===== src/rtl/ram_cmd_pkg.sv =====
// Shared definitions for the RAM command master: opcodes, FSM states and command-word packing.
// Also intended for import by the RAM slave and its bench.
package ram_cmd_pkg;

  localparam int unsigned DataWidth = 8;
  localparam int unsigned CmdWidth  = DataWidth + 2;

  localparam logic [1:0] OpWrAddr = 2'b00;
  localparam logic [1:0] OpWrData = 2'b01;
  localparam logic [1:0] OpRdAddr = 2'b10;
  localparam logic [1:0] OpRdData = 2'b11;

  typedef enum logic [2:0] {
    StIdle,
    StWrAddr,
    StWrData,
    StRdAddr,
    StRdCmd,
    StRdWait,
    StResp
  } state_e;

  function automatic logic [CmdWidth-1:0] cmd_word(input logic [1:0]           op,
                                                   input logic [DataWidth-1:0] payload);
    return {op, payload};
  endfunction

endpackage


===== src/rtl/ram_cmd_timer.sv =====
// Read-wait timeout counter: cleared before each wait, counts idle wait cycles and flags
// the last permitted one. Saturates instead of wrapping.
module ram_cmd_timer #(
  parameter int unsigned TIMEOUT = 15
) (
  input  logic clk,
  input  logic rst_n,
  input  logic clear_i,
  input  logic enable_i,
  output logic expired_o
);

  localparam int unsigned CntWidth = $clog2(TIMEOUT + 1);
  localparam logic [CntWidth-1:0] LastCnt = CntWidth'(TIMEOUT - 1);
  localparam logic [CntWidth-1:0] MaxCnt  = CntWidth'(TIMEOUT);

  logic [CntWidth-1:0] cnt_q, cnt_d;

  always_comb begin
    cnt_d = cnt_q;
    if (clear_i) begin
      cnt_d = '0;
    end else if (enable_i && (cnt_q != MaxCnt)) begin
      cnt_d = cnt_q + 1'b1;
    end
  end

  always_ff @(posedge clk or negedge rst_n) begin
    if (!rst_n) begin
      cnt_q <= '0;
    end else begin
      cnt_q <= cnt_d;
    end
  end

  // Count equals the number of wait cycles already spent, so LastCnt marks the final one.
  assign expired_o = (cnt_q == LastCnt);

endmodule


===== src/rtl/ram_cmd_master.sv =====
// Host-side master that turns single read/write requests into the RAM's two-word
// command sequence and returns one response pulse per request.
module ram_cmd_master
  import ram_cmd_pkg::*;
#(
  parameter int unsigned ADDR_WIDTH = 8,
  parameter int unsigned TIMEOUT    = 15
) (
  input  logic                  clk,
  input  logic                  rst_n,
  input  logic                  req_valid_i,
  output logic                  req_ready_o,
  input  logic                  req_write_i,
  input  logic [ADDR_WIDTH-1:0] req_addr_i,
  input  logic [DataWidth-1:0]  req_wdata_i,
  output logic                  rsp_valid_o,
  output logic [DataWidth-1:0]  rsp_rdata_o,
  output logic                  rsp_timeout_o,
  output logic [CmdWidth-1:0]   din_o,
  output logic                  rx_valid_o,
  input  logic [DataWidth-1:0]  dout_i,
  input  logic                  tx_valid_i
);

  state_e                state_q, state_d;
  logic [ADDR_WIDTH-1:0] addr_q, addr_d;
  logic [DataWidth-1:0]  wdata_q, wdata_d;
  logic                  write_q, write_d;
  logic [DataWidth-1:0]  rdata_q, rdata_d;
  logic                  timeout_q, timeout_d;
  logic                  tmr_clear, tmr_enable, tmr_expired;

  ram_cmd_timer #(
    .TIMEOUT(TIMEOUT)
  ) u_timer (
    .clk      (clk),
    .rst_n    (rst_n),
    .clear_i  (tmr_clear),
    .enable_i (tmr_enable),
    .expired_o(tmr_expired)
  );

  always_comb begin
    state_d     = state_q;
    addr_d      = addr_q;
    wdata_d     = wdata_q;
    write_d     = write_q;
    rdata_d     = rdata_q;
    timeout_d   = timeout_q;
    req_ready_o = 1'b0;
    rx_valid_o  = 1'b0;
    din_o       = '0;
    rsp_valid_o = 1'b0;
    tmr_clear   = 1'b0;
    tmr_enable  = 1'b0;

    unique case (state_q)
      StIdle: begin
        req_ready_o = 1'b1;
        if (req_valid_i) begin
          addr_d    = req_addr_i;
          wdata_d   = req_wdata_i;
          write_d   = req_write_i;
          rdata_d   = '0;
          timeout_d = 1'b0;
          state_d   = req_write_i ? StWrAddr : StRdAddr;
        end
      end
      StWrAddr: begin
        rx_valid_o = 1'b1;
        din_o      = cmd_word(OpWrAddr, DataWidth'(addr_q));
        state_d    = StWrData;
      end
      StWrData: begin
        rx_valid_o = 1'b1;
        din_o      = cmd_word(OpWrData, wdata_q);
        state_d    = StResp;
      end
      StRdAddr: begin
        rx_valid_o = 1'b1;
        din_o      = cmd_word(OpRdAddr, DataWidth'(addr_q));
        state_d    = StRdCmd;
      end
      StRdCmd: begin
        rx_valid_o = 1'b1;
        din_o      = cmd_word(OpRdData, '0);
        tmr_clear  = 1'b1;
        state_d    = StRdWait;
      end
      StRdWait: begin
        // Data arriving on the expiry cycle still counts as a successful read.
        if (tx_valid_i) begin
          rdata_d = dout_i;
          state_d = StResp;
        end else if (tmr_expired) begin
          rdata_d   = '0;
          timeout_d = 1'b1;
          state_d   = StResp;
        end else begin
          tmr_enable = 1'b1;
        end
      end
      StResp: begin
        rsp_valid_o = 1'b1;
        state_d     = StIdle;
      end
      default: state_d = StIdle;
    endcase
  end

  always_ff @(posedge clk or negedge rst_n) begin
    if (!rst_n) begin
      state_q   <= StIdle;
      addr_q    <= '0;
      wdata_q   <= '0;
      write_q   <= 1'b0;
      rdata_q   <= '0;
      timeout_q <= 1'b0;
    end else begin
      state_q   <= state_d;
      addr_q    <= addr_d;
      wdata_q   <= wdata_d;
      write_q   <= write_d;
      rdata_q   <= rdata_d;
      timeout_q <= timeout_d;
    end
  end

  assign rsp_rdata_o   = write_q ? '0 : rdata_q;
  assign rsp_timeout_o = timeout_q;

endmodule


===== config.mk =====
export PLATFORM = sky130hd
export DESIGN_NAME = ram_cmd_master
export DESIGN_NICKNAME = d
export VERILOG_FILES = /design/src/rtl/ram_cmd_pkg.sv /design/src/rtl/ram_cmd_timer.sv /design/src/rtl/ram_cmd_master.sv
export SDC_FILE = /design/constraint.sdc
export NUM_CORES = 1
export LEC_CHECK = 0
export CAP_MARGIN = 20
export CORE_ASPECT_RATIO = 0.8
export CORE_MARGIN = 1
export CORE_UTILIZATION = 50
export DETAILED_ROUTE_END_ITERATION = 8
export GPL_ROUTABILITY_DRIVEN = 0
export HOLD_SLACK_MARGIN = 0.15
export PLACE_DENSITY_LB_ADDON = 0.15
export SYNTH_ARGS = -nofsm -noshare
export SYNTH_HDL_FRONTEND = slang
export SYNTH_SLANG_ARGS = --single-unit

===== constraint.sdc =====
create_clock -name clk -period 2.3 [get_ports clk]
set_clock_uncertainty 0.05 [all_clocks]
set_input_delay 0.575 -clock clk [delete_from_list [all_inputs] [get_ports clk]]
set_output_delay 0.575 -clock clk [all_outputs]
set_load 0.005 [all_outputs]

# After elaboration in Yosys (flattened, before gate mapping)
# Cells that the tools add are included.
op_classes:
  n_addsub: 1
  n_eq_ne: 12
  muxes: 24
  reduce_logical: 9
op_table:
  columns: ["operator", "count"]
  rows:
  - ["$pmux W10 S4", 1]
  - ["$mux W8", 4]
  - ["$pmux W3 S6", 1]
  - ["$pmux W8 S2", 1]
  - ["$mux W1", 10]
  - ["$eq A3 B3 Y1 const B", 3]
  - ["$mux W3", 3]
  - ["$mux W4", 2]
  - ["$eq A3 B2 Y1 const B", 2]
  - ["$ne A2 B2 Y1 const B", 3]
  - ["$add A4 B1 Y4 const B", 1]
  - ["$eq A4 B4 Y1 const B", 1]
  - ["$ne A4 B4 Y1 const B", 1]
  - ["$reduce_and A2 Y1", 2]
  - ["$reduce_and A4 Y1", 1]
  - ["$reduce_bool A2 Y1", 2]
  - ["$reduce_or A4 Y1", 1]
  - ["$eq A3 B1 Y1 const B", 1]
  - ["$logic_not A3 Y1", 1]
  - ["$ne A3 B3 Y1 const B", 1]
  - ["$reduce_and A3 Y1", 1]
  - ["$mux W2", 1]
  - ["$pmux W1 S2", 1]
  - ["$logic_and A1 B1 Y1", 1]
totals:
  regBits: 33
  out_inout_bits: 22
  word_cells: 53

# Depth between registers and ports, before layout
logic_depth:
  ltp_word: 7
  depth_mapped: 5

# By module
# Synthesis repeated with hierarchy kept, for this count alone.
hier_totals:
  cells_unflattened: 135
  hier_area_um2: 1665.3
modules_own_cells:
  columns: ["module", "instances", "cells_each", "area_per_inst_um2"]
  rows:
  - ["ram_cmd_master", 1, 112, 1413.9]
  - ["ram_cmd_timer", 1, 23, 251.5]

# Worst setup path before layout
# OpenSTA, ideal clock, no wires.
synth_timing:
  path_kind: "reg-to-output"
  startpoint: "register state_q[1]"
  endpoint: "output din_o[9]"
  t_arrival_ps: 1053
  t_required_ps: 1675
  setup_slack_ps: 622
  stages_incl_launch_ff: 4
  path_buffers: 1
  cell_sequence: "dfrtp_1 buf_2 or3b_1 o21ai_0"
synth_between:
  elab_chain_len: 2
  word_cells_on_any_way: 5
synth_lines:
  columns: ["item", "line", "text"]
  rows:
  - ["from (decl)", "ram_cmd_master.sv:25", "state_e state_q, state_d;"]
  - ["from (signal assigned)", "ram_cmd_master.sv:113", "state_q <= StIdle;"]
  - ["from (signal assigned)", "ram_cmd_master.sv:120", "state_q <= state_d;"]
  - ["$eq A3 B3 Y1, or another cell as far along", "ram_cmd_master.sv:57", "unique case (state_q)"]
  - ["$pmux W10 S4 (*)", "ram_cmd_master.sv:57", null]
  - ["to (decl)", "ram_cmd_master.sv:19", "output logic [CmdWidth-1:0] din_o,"]
# Mark *: on every way between the ends. The rest lies on a longest branch, timed or not.

# Worst setup path after layout
layout_timing:
  startpoint: "register state_q[0]"
  endpoint: "output rx_valid_o"
layout_between:
  elab_chain_len: 3
  word_cells_on_any_way: 6
layout_lines:
  columns: ["item", "line", "text"]
  rows:
  - ["$eq A3 B3 Y1, or another cell as far along", "ram_cmd_master.sv:57", null]
  - ["$reduce_or A4 Y1 (no line) (*)", null, null]
  - ["$mux W1 (*)", "ram_cmd_master.sv:57", null]
  - ["to (decl)", "ram_cmd_master.sv:20", "output logic rx_valid_o,"]
# Marks and branches as above.

==> flow_summary.ini <==
[run_status]
outcome = finished, final reports clean

[min_path]
hold_start = wdata_q[2]$_DFFE_PN0P_
holdPathStages = 1
hold_path.class = flop to flop
min_to = wdata_q[2]$_DFFE_PN0P_

[critical_path]
crit_type = flop to primary output
worstReg2RegEnd = wdata_q[1]$_DFFE_PN0P_
slowest_delay_ns = 0.51
cp-start-kind = flop
startpoint = state_q[0]$_DFFE_PN0P_
cp_slowest_cell = clkdlybuf4s50_1
reg2reg_depth = 5
crit_fanout = 6
end_kind = primary output
reg2reg_from = state_q[1]$_DFFE_PN0P_
required_ns = 1.67
crit_arrival_ns = 1.61
reg2reg_slack_ns = 0.57
crit_chain = buf_4, nor2_4, xnor2_1, clkdlybuf4s50_1

[power_and_ir_drop]
power_density_nw_per_um2 = 1218
ir_worst_vdd_uv = 730.6
cellLeakagePower_nw = 1.151

[clocking]
cts-root-buf = clkbuf_8
clock_tree.buffer_depth = 2
clk_pin_slew_ns = 0.06
cts.sinks = 33
cts_tree = done
htreeDepth = 2
clkLatencyLatePin_ns = 0.28
cts_buffers = 5
ctsHoldBuffers = 0

[place]
place_hpwl_um = 2715
portBuffers = 50
post-place-ws_ns = 0.08453

[final_layout]
final_layout_size_suffix_gt1_frac = 0.2429
post-route-util = 0.7628
final_nets = 241
diodes = 0
nFillCells = 201
areaGrowthSynthToFinish_pct = 41.83

[sta]
fin_ws_ns = 0.06589
fin_crit_ns = 2.234
hold_viol = 0
fin_crit_sh = 0.9714
slew_headroom = 0.7217
finalMaxSlewViolations = 0
worstMarginPinSlew_ns = 0.4175
maxClockFrequency_ghz = 0.4476
setup_viol = 0
rsz0062_at_grt = yes

[die]
ios = 51
die_area_sq_um = 3655
rows = 18
fp.dieW_um = 67.35
core-area_sq_um = 3176
initial_core_util = 0.5378
die_height_um = 54.28

[routing]
first_iter_violations = 48
ant_nets = 0
dr.pass1.iters = 4
detail_route.wl_per_cell_um = 15.54
vias_per_cell = 5.396
drc_errors = 0
wirelength_um = 3886
vias = 1349

[global_routing]
track_usage = 0.2380
grt_pass1_wl_um = 6065
grt_pass1_vias = 1247
antenna_found_initial = 0
grt_start_max_net_pins = 34
overflow = 0

[logic_synthesis]
syn-instance-count = 150
synth-seq-cells = 33
synth_nets = 181
synth-warning-count = 0
avgSynthCellArea_sq_um = 11.39
netlist_area_sq_um = 1708
synth-seq-area-share = 0.4835
yosysUniqueCellTypes = 34

[run]
maxCapViolCount = 0
## report_power, final
| group | switching, mW | internal, mW | total (mW) |
|---|---|---|---|
| combinational | 0.619 | 0.878 | 1.50 |
| sequential | 0.179 | 0.838 | 1.02 |
| clock | 0.198 | 0.237 | 0.435 |
## critical path, delay by kind of cell (launching register included)
kind	cells	cell delay, ns
XOR/XNOR	1	0.12
buffers and inverters	2	0.68
flip-flops	1	0.42
AND/OR/NAND/NOR	1	0.11
## routing by layer
layer	global-route usage	wire length, um	vias to the layer above
met5	0	0	-
met4	0.09574	22	0
met3	0.05625	171	3
met2	0.3600	1917	40
met1	0.3311	1774	666
li1	-	-	640
## cells in the mapped netlist
master,count,area (sq um)
a21oi_1,4,20.02
buf_2,5,25.02
xor2_1,1,8.760
o21ai_2,8,70.07
nor3b_1,1,7.510
nand2b_1,1,6.260
mux2i_1,3,30.03
nand3_1,2,10.01
and4b_1,2,20.02
o211ai_1,1,7.510
o21bai_4,1,18.77
mux2_4,9,135.1
nor4b_2,1,15.01
nor2_1,9,33.78
and4bb_4,1,16.27
ha_1,2,25.02
and3_1,1,6.260
nand4b_1,1,8.760
o211a_1,1,10.01
nand2_1,21,78.83
nor3_1,1,5.000
buf_12,1,20.02
o21ai_0,1,5.000
nand3b_1,2,15.01
a22oi_1,8,60.06
or3b_1,1,8.760
a211oi_1,1,7.510
mux2_2,8,90.09
dfrtp_1,33,825.8
o32ai_1,1,8.760
xnor2_1,1,8.760
inv_1,4,15.01
buf_4,3,22.52
nor2b_1,10,62.56
## cells in the final DEF, fill, tap and decap left out, types with 2 or more instances in the layout
cell type         n
clkdlybuf4s50_1  39
dfrtp_1          32
nand2_1          21
nor2b_1          10
mux2_4            9
buf_4             9
a22oi_1           8
nor2_1            8
mux2_2            8
o21ai_2           8
clkbuf_8          6
dlymetal6s2s_1    5
dlygate4sd2_1     5
inv_1             4
a21oi_1           4
mux2i_1           3
and4b_1           2
nand3b_1          2
nand3_1           2
ha_1              2
buf_12            2
## logic make-up after synthesis
logic type,Yosys count,synth area share
and+or+nand+nor,54,0.1722
DFF,33,0.4835
muxes,20,0.1495
buffers and inverters,13,0.04835
xor gates and xnor gates,2,0.01026
adders and majority gates,2,0.01465
AOI/OAI and AO/OA,26,0.1216
## through the flow
step	instance area [sq um]	hold WS (ns)	setup TNS (ns)	power, mW	cells
6_report	2422	0.4586	0	2.949	250
5_1_grt	2422	0.4794	-0.03889	3.155	250
4_1_cts	2396	0.4606	0	2.946	249
3_5_place_dp	2265	0.4428	0	2.444	238
3_3_place_gp	2265	0.4407	0	2.379	238
2_1_floorplan	1708	0.2294	0	1.843	150
## worst max-delay path by stage
| stage | to | slack (ns) | cells after the start |
|---|---|---|---|
| finish | rx_valid_o | 0.07 | 4 |
| global route | din_o[1] | -0.02 | 6 |
| CTS | rsp_valid_o | 0.002 | 3 |
| detailed placement | din_o[9] | 0.08 | 4 |
| global placement | din_o[9] | 0.21 | 3 |
| floorplan | din_o[9] | 0.62 | 3 |
## layout make-up
class                           count  area (sq um)  area share
Clock buffer                        7         86.33     0.03564
Multi-Input combinational cell    104         823.3      0.3399
Timing Repair Buffer               62         620.6      0.2562
Inverter                            4         15.01    0.006198
Sequential cell                    33         827.0      0.3414
Tap cell                           40         50.05     0.02066
## timing repair
| action | CTS | global route |
|---|---|---|
| setup endpoints to repair | 12 | 10 |
| buffers inserted | 4 | 1 |
| resized for setup | 13 | 9 |
| endpoints found under the hold margin | 0 | 0 |
## flip-flops by register name, indices dropped and copies added, names as in the netlist
name,cells
addr_q,8
rdata_q,8
wdata_q,8
u_timer.cnt_q,4
state_q,3
rsp_timeout_o,1
write_q,1
Note: power is estimated with default switching activity, not from simulation.
